$ cat config.mk
export PLATFORM = sky130hd
export DESIGN_NAME = rr_mem_arbiter
export DESIGN_NICKNAME = d
export VERILOG_FILES = /design/src/rtl/rr_mem_arbiter.sv
export SDC_FILE = /design/constraint.sdc
export NUM_CORES = 1
export LEC_CHECK = 0
export CAP_MARGIN = 20
export CORE_AREA = 5 5 533 535
export DETAILED_ROUTE_END_ITERATION = 10
export DIE_AREA = 0 0 538 540
export GPL_TIMING_DRIVEN = 0
export PLACE_DENSITY_LB_ADDON = 0.15
export SLEW_MARGIN = 20
export SYNTH_ARGS = -nofsm -noshare
export SYNTH_HDL_FRONTEND = slang
export SYNTH_SLANG_ARGS = --single-unit
$ cat constraint.sdc
create_clock -name clk -period 26 [get_ports clk]
set_input_delay 5.2 -clock clk [delete_from_list [all_inputs] [get_ports clk]]
set_output_delay 5.2 -clock clk [all_outputs]
set_load 0.05 [all_outputs]
$ cat src/rtl/rr_mem_arbiter.sv
// Round-robin arbiter between NUM_CH cache channels and a single shared memory port.
// Registers the winning channel's command and holds it until mem_resp, which is then routed back to that channel.
module rr_mem_arbiter #(
  parameter  int NUM_CH = 2,
  parameter  int ADDR_W = 32,
  parameter  int DATA_W = 256,
  localparam int ID_W   = (NUM_CH > 1) ? $clog2(NUM_CH) : 1
) (
  input  logic                     clk,
  input  logic                     rst,
  input  logic [NUM_CH-1:0]        ch_read,
  input  logic [NUM_CH-1:0]        ch_write,
  input  logic [NUM_CH*ADDR_W-1:0] ch_addr,
  input  logic [NUM_CH*DATA_W-1:0] ch_wdata,
  output logic [NUM_CH-1:0]        ch_resp,
  output logic [DATA_W-1:0]        ch_rdata,
  output logic                     mem_read,
  output logic                     mem_write,
  output logic [ADDR_W-1:0]        mem_addr,
  output logic [DATA_W-1:0]        mem_wdata,
  input  logic                     mem_resp,
  input  logic [DATA_W-1:0]        mem_rdata,
  output logic [ID_W-1:0]          grant_id,
  output logic                     busy,
  output logic                     proto_err
);

  typedef enum logic {IDLE, BUSY} state_t;

  state_t              state_q, state_d;
  logic [ID_W-1:0]     rr_ptr_q, rr_ptr_d;
  logic [ID_W-1:0]     grant_id_q, grant_id_d;
  logic                mem_read_q, mem_read_d;
  logic                mem_write_q, mem_write_d;
  logic [ADDR_W-1:0]   mem_addr_q, mem_addr_d;
  logic [DATA_W-1:0]   mem_wdata_q, mem_wdata_d;
  logic                proto_err_q, proto_err_d;

  logic [NUM_CH-1:0]   req;
  logic [ID_W-1:0]     win_lo, win_hi, win;
  logic                hi_found;
  logic                sel_rd, sel_wr;
  logic [ADDR_W-1:0]   sel_addr;
  logic [DATA_W-1:0]   sel_wdata;

  // Winner: lowest requester at or above rr_ptr, otherwise wrap to the lowest requester overall.
  // NOTE: every always_comb output gets a default first so no path leaves it unassigned (no latch).
  always_comb begin
    req      = ch_read | ch_write;
    win_lo   = '0;
    win_hi   = '0;
    hi_found = 1'b0;
    for (int i = NUM_CH - 1; i >= 0; i--) begin
      if (req[i]) win_lo = ID_W'(i);
    end
    for (int i = NUM_CH - 1; i >= 0; i--) begin
      if (req[i] && (ID_W'(i) >= rr_ptr_q)) begin
        win_hi   = ID_W'(i);
        hi_found = 1'b1;
      end
    end
    win = hi_found ? win_hi : win_lo;

    sel_rd    = 1'b0;
    sel_wr    = 1'b0;
    sel_addr  = '0;
    sel_wdata = '0;
    for (int i = 0; i < NUM_CH; i++) begin
      if (ID_W'(i) == win) begin
        sel_rd    = ch_read[i];
        sel_wr    = ch_write[i];
        sel_addr  = ch_addr[i*ADDR_W +: ADDR_W];
        sel_wdata = ch_wdata[i*DATA_W +: DATA_W];
      end
    end
  end

  always_comb begin
    state_d     = state_q;
    rr_ptr_d    = rr_ptr_q;
    grant_id_d  = grant_id_q;
    mem_read_d  = mem_read_q;
    mem_write_d = mem_write_q;
    mem_addr_d  = mem_addr_q;
    mem_wdata_d = mem_wdata_q;
    proto_err_d = proto_err_q;
    ch_resp     = '0;

    case (state_q)
      IDLE: begin
        mem_read_d  = 1'b0;
        mem_write_d = 1'b0;
        if (|req) begin
          state_d     = BUSY;
          grant_id_d  = win;
          mem_addr_d  = sel_addr;
          mem_wdata_d = sel_wdata;
          // A simultaneous read+write is served as a read and flagged.
          mem_read_d  = sel_rd;
          mem_write_d = sel_wr & ~sel_rd;
          if (sel_rd && sel_wr) proto_err_d = 1'b1;
        end
      end
      BUSY: begin
        if (mem_resp) begin
          for (int i = 0; i < NUM_CH; i++) begin
            ch_resp[i] = (ID_W'(i) == grant_id_q);
          end
          state_d     = IDLE;
          mem_read_d  = 1'b0;
          mem_write_d = 1'b0;
          rr_ptr_d    = (grant_id_q == ID_W'(NUM_CH - 1)) ? '0 : grant_id_q + ID_W'(1);
        end
      end
      default: state_d = IDLE;
    endcase
  end

  // NOTE: sequential state uses non-blocking assignments so every flop samples pre-edge values.
  // NOTE: the address/data registers are reset too, so mem_addr/mem_wdata read as zero after reset.
  always_ff @(posedge clk or posedge rst) begin
    if (rst) begin
      state_q     <= IDLE;
      rr_ptr_q    <= '0;
      grant_id_q  <= '0;
      mem_read_q  <= 1'b0;
      mem_write_q <= 1'b0;
      mem_addr_q  <= '0;
      mem_wdata_q <= '0;
      proto_err_q <= 1'b0;
    end else begin
      state_q     <= state_d;
      rr_ptr_q    <= rr_ptr_d;
      grant_id_q  <= grant_id_d;
      mem_read_q  <= mem_read_d;
      mem_write_q <= mem_write_d;
      mem_addr_q  <= mem_addr_d;
      mem_wdata_q <= mem_wdata_d;
      proto_err_q <= proto_err_d;
    end
  end

  assign ch_rdata  = mem_rdata;
  assign mem_read  = mem_read_q;
  assign mem_write = mem_write_q;
  assign mem_addr  = mem_addr_q;
  assign mem_wdata = mem_wdata_q;
  assign grant_id  = grant_id_q;
  assign busy      = (state_q == BUSY);
  assign proto_err = proto_err_q;

endmodule

Yosys cells after proc, flatten, opt, wreduce, memory -nomap -nowiden
Index checks and enable logic that the tools add are counted.
{"block": "totals", "out_inout_bits": 551, "elab_cells": 45, "ff_bits": 294}
{"block": "op_classes", "n_lt_le_gt_ge": 2, "add_sub_neg": 1, "muxes": 21, "reduce_logical": 7, "bitwise": 5, "n_eq_ne": 1}
{"op": "$mux W256", "n": 1}
{"op": "$mux W32", "n": 1}
{"op": "$mux W1", "n": 14}
{"op": "$pmux W1 S2", "n": 3}
{"op": "$mux W2", "n": 2}
{"op": "$reduce_and A2 Y1", "n": 2}
{"op": "$logic_and A1 B1 Y1", "n": 3}
{"op": "$not A1 Y1", "n": 3}
{"op": "$reduce_and A3 Y1", "n": 1}
{"op": "$ge A1 B1 Y1 const A", "n": 2}
{"op": "$ne A2 B2 Y1 const B", "n": 1}
{"op": "$or A2 B2 Y2", "n": 1}
{"op": "$reduce_or A2 Y1", "n": 1}
{"op": "$add A1 B1 Y1 const B", "n": 1}
{"op": "$and A1 B1 Y1", "n": 1}

Depth between registers and ports, before layout
Gate-level depths: netlist of run 1.
{"block": "logic_depth", "word_depth": 10, "depth_mapped": 6, "mapped_depth_nobuf": 3}

Worst setup path before layout of run 1
Ideal clock, no wire load.
{"block": "synth_path", "path_type": "input -> output", "startpoint": "input port mem_resp", "endpoint": "output port ch_resp[0]", "t_arrival_ns": 5.897, "path_stages": 2, "setup_slack_ns": 14.903, "t_required_ns": 20.800, "path_cell_list": "nand2_1 > nor2_1"}
{"block": "synth_via", "elab_chain_cells": 2}
{"item": "start, declared", "line_no": "21", "source": "input logic mem_resp,"}
{"item": "$mux W2", "line_no": "105", "source": "if (mem_resp) begin"}
{"item": "$mux W2", "line_no": "89", "source": "case (state_q)"}
{"item": "end, declared", "line_no": "15", "source": "output logic [NUM_CH-1:0] ch_resp,"}
No other way between the ends.

Worst setup path in the final report of run 1
Ends and elaborated chain as after synthesis.

==> flow_summary_export.csv, run 1 <==
group,metric,value,unit
timing,finClkSkew,0.02051,ns
timing,rsz0062_at_grt,"no",
floorplanning,rows,194,
clock_tree,tritoncts,"done",
synthesis,synth.top_cell.area_share,37.84,%
global_routing,grt_antenna_before_repair,30,
clock_tree,post_cts_resized,0,
run_status,outcome,"finished, final reports clean",
route,num_vias,20000,
floorplanning,die_area,290500,um^2
route,via_per_inst,3.018,
power,ir_drop,50.16,uV
floorplanning,fp.dieW,538,um
synthesis,async_flop_share,100.0,%
synthesis,synth_seq_cells,294,
finish,regArea,7357,um^2
floorplanning,die_h,540,um
synthesis,ys.flop_type,"dfrtp_1",
global_routing,grt_pass1_vias,22250,
synthesis,synth.area.top_cells,"dfrtp_1 (38%), a311oi_2 (13%), a2bb2oi_2 (13%)",
route,drt-wirelength-per-cell,27.74,um
timing,hold_viol,0,
worst_setup_path,critPathCaptureType,"primary output",
clock_tree,cts_hold_buf,0,
global_routing,grt-ovfl-total,0,
finish,drive_gt1_share,27.67,%
worst_setup_path,crit_required,20.80,ns
route,drc,0,
route,drtAntennaViolNets,0,
route,drt-initial-drc-count,770,
worst_setup_path,setup.worst_path.class,"in -> out",
finish,fin_nets,3696,
worst_setup_path,crit_path_max_incr_delay,0.89,ns
route,drt_first_pass_iters,5,
synthesis,yosysUniqueCellTypes,32,
timing,min_period,12.10,ns
floorplanning,initial_core_util,6.983,%
finish,nFillCells,31520,
synthesis,netlist_area,19440,um^2
worst_setup_path,path_cells,"clkdlybuf4s50_1, nand2_1, nor2_1, clkdlybuf4s50_1",
timing,worst_pin_slew,1.081,ns
flow_run,cap_violations,0,
global_routing,grt_pass1_wl,233600,um
worst_setup_path,critPathSlowestCell,"clkdlybuf4s50_1",
power,leakage,12.69,nW
timing,final-max-slew-violation-count,0,
worst_setup_path,critPathMaxFanout,4,
timing,setup_viol,0,
min_path,hold_path_class,"reg -> reg",
route,routed_wl,183900,um
timing,tns,0,ns
synthesis,seq_area_frac_synth,37.84,%
synthesis,synth_nets,2504,
power,power.density,127.1,nW/um^2
synthesis,syn_area_per_cell,11.68,um^2
worst_setup_path,critPathLaunchType,"input port",
floorplanning,coreArea,278400,um^2
synthesis,synth_area_leader_cell,"dfrtp_1",
place,hpwl,154900,um
synthesis,synth_edf_count,0,
clock_tree,clockBufferDepth,3,
timing,relSlewSlack,27.90,%
timing,fmax,0.08263,GHz
place,port_buffers,1133,
worst_setup_path,arrival,6.90,ns
clock_tree,clkSinkCount,294,
synthesis,yosys_warnings,0,
finish,area_growth,92.11,%
power,report.power.total,4.749,mW
timing,whs,0.4798,ns
clock_tree,path_clk_slew,0.06,ns
global_routing,grtUsageTotal,11.98,%
floorplanning,pin_count,1390,
synthesis,syn_inst,1665,
finish,multiInputGateArea,8795,um^2
clock_tree,numCtsBuffers,50,
worst_setup_path,crit_path_frequent_cell,"clkdlybuf4s50_1",
place,gp_congestion,0.8168,
clock_tree,clock_latency,0.66,ns
clock_tree,htree_levels,2,
clock_tree,cts.root.buffer_cell,"clkbuf_16",
clock_tree,postCtsSetupBuffers,0,
timing,finalCritPeriodShare,46.55,%
global_routing,grt_max_degree,74,
[cells by family after synthesis]
group,count (synthesis),synth area share (%)
AO/OA/AOI/OAI,875,44.69
buffers and inverters,481,16.96
flip-flops,294,37.84
AND/OR/NAND/NOR,15,0.5149
[through the flow]
step / area [um^2] / instances / util [%] / setup WS [ns]
detailed placement: 35630 / 6529 / 12.80 / 13.86
floorplan: 19440 / 1665 / - / 12.68
global route: 37340 / 6623 / 13.41 / 13.78
CTS: 37330 / 6619 / 13.41 / 13.86
finish: 37350 / 6629 / 13.42 / 13.90
global placement: 35440 / 6522 / 12.73 / 4.465
[synth_stat cells, types with 2 or more instances]
cell type	count
dfrtp_1	294
a2bb2oi_2	169
o21bai_1	2
buf_4	278
clkbuf_1	104
buf_2	40
a311oi_2	170
nand2_1	2
or2_1	2
nor2_1	3
buf_6	50
o21ai_0	290
buf_8	2
a2bb2oi_1	119
a311oi_1	118
buf_1	6
[metal layers]
layer / part of all wire (%) / vias to the layer above / GRT usage (%)
met3: 11 / 144 / 5.308
met2: 48 / 992 / 20.70
met4: 2.2 / 12 / 2.707
li1: - / 8786 / -
met5: 0.048 / - / 0
met1: 39 / 10070 / 13.51
[final timing paths]
kind,endpoint,from,slack (ns),cells after the start
max,ch_resp[0],mem_resp,13.90,4
min reg2reg,proto_err$_DFFE_PP0P_,proto_err$_DFFE_PP0P_,0.48,1
max reg2reg,mem_wdata[141]$_DFFE_PP0P_,busy$_DFF_PP0_,23.24,5
min in group asynchronous,mem_wdata[79]$_DFFE_PP0P_,rst,4.91,2
min,proto_err$_DFFE_PP0P_,proto_err$_DFFE_PP0P_,0.48,1
max in group asynchronous,mem_wdata[172]$_DFFE_PP0P_,rst,19.77,4
[where the power goes]
group / leakage [nW] / internal [mW] / switching [mW]
Sequential: 3.30 / 0.695 / 0.230
Combinational: 8.56 / 1.08 / 2.01
Clock: 0.827 / 0.437 / 0.289
Total: 12.7 / 2.21 / 2.53
[sequential cells by signal, summed over array words and instances, names as in the netlist]
signal,cells
mem_read,1
proto_err,1
busy,1
mem_write,1
rr_ptr_q,1
mem_addr,32
grant_id,1
mem_wdata,256
[layout make-up]
cell class / count / area share [%]
flip-flops and latches: 294 / 19.70
diodes: 10 / 0.06700
plain buffers: 480 / 8.834
clock inverters: 4 / 0.1943
repair buffers: 1140 / 30.82
multi-input cells: 890 / 23.55
well taps: 3724 / 12.47
clock buffers: 86 / 4.338
inverters: 1 / 0.03015
[worst max-delay path: cells and delay by family]
family,cells,cell delay [ns]
AND/OR/NAND/NOR,2,0.22
buffers and inverters,2,1.46
[cells in the final DEF, fill, tap and decap left out, types with 4 or more instances in the layout]
master	n
a2bb2oi_1	119
a2bb2oi_2	169
a311oi_1	117
a311oi_2	171
buf_1	6
buf_16	4
buf_2	40
buf_4	278
buf_6	50
clkbuf_1	115
clkbuf_16	53
clkbuf_2	5
clkbuf_8	17
clkdlybuf4s50_1	1133
dfrtp_1	294
diode_2	10
o21ai_0	290
No activity file was read; power rests on OpenSTA's default activity.
==> run 2, diff against run 1 <==
--- a/config.mk
+++ b/config.mk
@@ -6,9 +6,9 @@
 export NUM_CORES = 1
 export LEC_CHECK = 0
 export CAP_MARGIN = 20
-export CORE_AREA = 5 5 533 535
+export CORE_AREA = 5 5 538 540
 export DETAILED_ROUTE_END_ITERATION = 10
-export DIE_AREA = 0 0 538 540
+export DIE_AREA = 0 0 543 545
 export GPL_TIMING_DRIVEN = 0
 export PLACE_DENSITY_LB_ADDON = 0.15
 export SLEW_MARGIN = 20
==> constraint.sdc (replaced) <==
create_clock -name clk -period 10 [get_ports clk]
set_input_delay 2 -clock clk [delete_from_list [all_inputs] [get_ports clk]]
set_output_delay 2 -clock clk [all_outputs]
set_load 0.05 [all_outputs]
==> run 2 against run 1 <==
  * Global-route usage up 0.067 points
  * Power increased to 2.6 times the previous value
  * Combinational power rose to 2.6 times the previous value
  * Largest power group unchanged
==> flow_summary_export.csv, run 2 (synthesis results as in run 1) <==
group,metric,value,unit
worst_setup_path,critPathCaptureType,"primary output",
global_routing,grt-ovfl-total,0,
timing,whs,0.5038,ns
floorplanning,initial_core_util,6.846,%
finish,largest_reg_flops,256,
timing,worst_slack,4.178,ns
finish,fin_nets,3706,
clock_tree,htree_levels,2,
timing,worst_pin_slew,1.182,ns
route,drtAntennaViolNets,0,
place,place_ws,4.156,ns
finish,drive_gt1_share,28.08,%
timing,fmax,0.1718,GHz
worst_setup_path,crit_required,8.00,ns
global_routing,grt_pass1_wl,236900,um
timing,min_period,5.822,ns
place,gp_congestion,0.8111,
worst_setup_path,crit_path_start,"mem_resp",
finish,area_growth,93.18,%
power,ir_drop,114.0,uV
floorplanning,die_h,545,um
worst_setup_path,arrival,3.82,ns
worst_setup_path,endpoint,"ch_resp[0]",
clock_tree,cts_hold_buf,0,
global_routing,grt_pass1_vias,22180,
global_routing,grtUsageTotal,12.04,%
finish,final_common_cell,"clkdlybuf4s50_1",
worst_setup_path,r2r_setup_slack,7.15,ns
global_routing,grt_max_degree,27,
floorplanning,rows,196,
clock_tree,tritoncts,"done",
place,port_buffers,1133,
power,report.power.total,12.34,mW
route,routed_wl,188800,um
route,via_per_inst,3.005,
timing,finalCritPeriodShare,58.22,%
timing,tns,0,ns
floorplanning,die_area,295900,um^2
route,drt-initial-drc-count,866,
finish,stdcell_area,37560,um^2
global_routing,grt_antenna_before_repair,60,
worst_setup_path,setup.worst_path.class,"in -> out",
finish,layout_common_cells,"clkdlybuf4s50_1 (1,132), dfrtp_1 (294), o21ai_0 (290)",
place,hpwl,161200,um
power,power.density,328.6,nW/um^2
min_path,hold_path_class,"reg -> reg",
route,drc,0,
flow_run,cap_violations,0,
floorplanning,fp.dieW,543,um
timing,setup_viol,0,
clock_tree,post_cts_resized,0,
worst_setup_path,critPathMaxFanout,4,
worst_setup_path,critPathLaunchType,"input port",
timing,hold_viol,0,
worst_setup_path,r2r_start,"rr_ptr_q$_DFFE_PP0P_",
floorplanning,pin_count,1390,
clock_tree,path_clk_slew,0.07,ns
clock_tree,numCtsBuffers,50,
run_status,outcome,"finished, final reports clean",
clock_tree,clkSinkCount,294,
clock_tree,cts.root.buffer_cell,"clkbuf_16",
floorplanning,coreArea,284000,um^2
route,drt-wirelength-per-cell,28.22,um
finish,utilization,13.23,%
route,num_vias,20100,
place,place_area,35840,um^2
place,dpl.cell_count,6577,
timing,final-max-slew-violation-count,0,
worst_setup_path,r2r_cells,6,
finish,fin_cells,6690,
route,drt_first_pass_iters,5,
clock_tree,clock_latency,0.64,ns
clock_tree,postCtsSetupBuffers,0,
timing,relSlewSlack,20.70,%
worst_setup_path,rr_endpoint,"mem_wdata[181]$_DFFE_PP0P_",
clock_tree,clockBufferDepth,3,
finish,nFillCells,32330,
power,leakage,12.77,nW
timing,finClkSkew,0.01510,ns
timing,rsz0062_at_grt,"no",
[run 2: critical path, stage by stage]
cell and delay, ns:
clkdlybuf4s50_1 0.67, nand2_1 0.11, nor2_1 0.15, clkdlybuf4s50_1 0.89
[run 2: area by class of cell]
cell class | instances | area [um^2] | share of cell area, %
tap | 3762 | 4707 | 12.53
timing repair buffer | 1150 | 11680 | 31.10
buffer | 480 | 3298 | 8.781
multi-input combinational | 890 | 8788 | 23.40
sequential | 294 | 7357 | 19.59
clock buffer | 73 | 1469 | 3.911
clock inverter | 18 | 193.9 | 0.5164
inverter | 1 | 7.507 | 0.01999
antenna | 22 | 55.05 | 0.1466
[run 2: where the power goes]
group	internal (mW)	switching, mW	leakage, nW
Sequential	1.81	0.559	3.30
Clock	1.11	0.759	0.833
Combinational	2.81	5.29	8.63
Total	5.74	6.61	12.8
[run 2: layer usage]
layer / share of wire (%) / track usage [%]
met4: 1.7 / 2.219
met1: 38 / 13.41
met3: 12 / 6.149
met2: 48 / 20.70
met5: 0.058 / 0
[run 2: how the worst min path moves through the flow]
| stage | startpoint | to | slack, ns | cells after the start |
|---|---|---|---|---|
| 2_1_floorplan | rr_ptr_q$_DFFE_PP0P_ | rr_ptr_q$_DFFE_PP0P_ | 0.52 | 2 |
| 3_3_place_gp | proto_err$_DFFE_PP0P_ | proto_err$_DFFE_PP0P_ | 0.47 | 1 |
| 3_5_place_dp | proto_err$_DFFE_PP0P_ | proto_err$_DFFE_PP0P_ | 0.48 | 1 |
| 4_1_cts | proto_err$_DFFE_PP0P_ | proto_err$_DFFE_PP0P_ | 0.51 | 1 |
| 5_1_grt | proto_err$_DFFE_PP0P_ | proto_err$_DFFE_PP0P_ | 0.54 | 1 |
| 6_report | proto_err$_DFFE_PP0P_ | proto_err$_DFFE_PP0P_ | 0.50 | 1 |
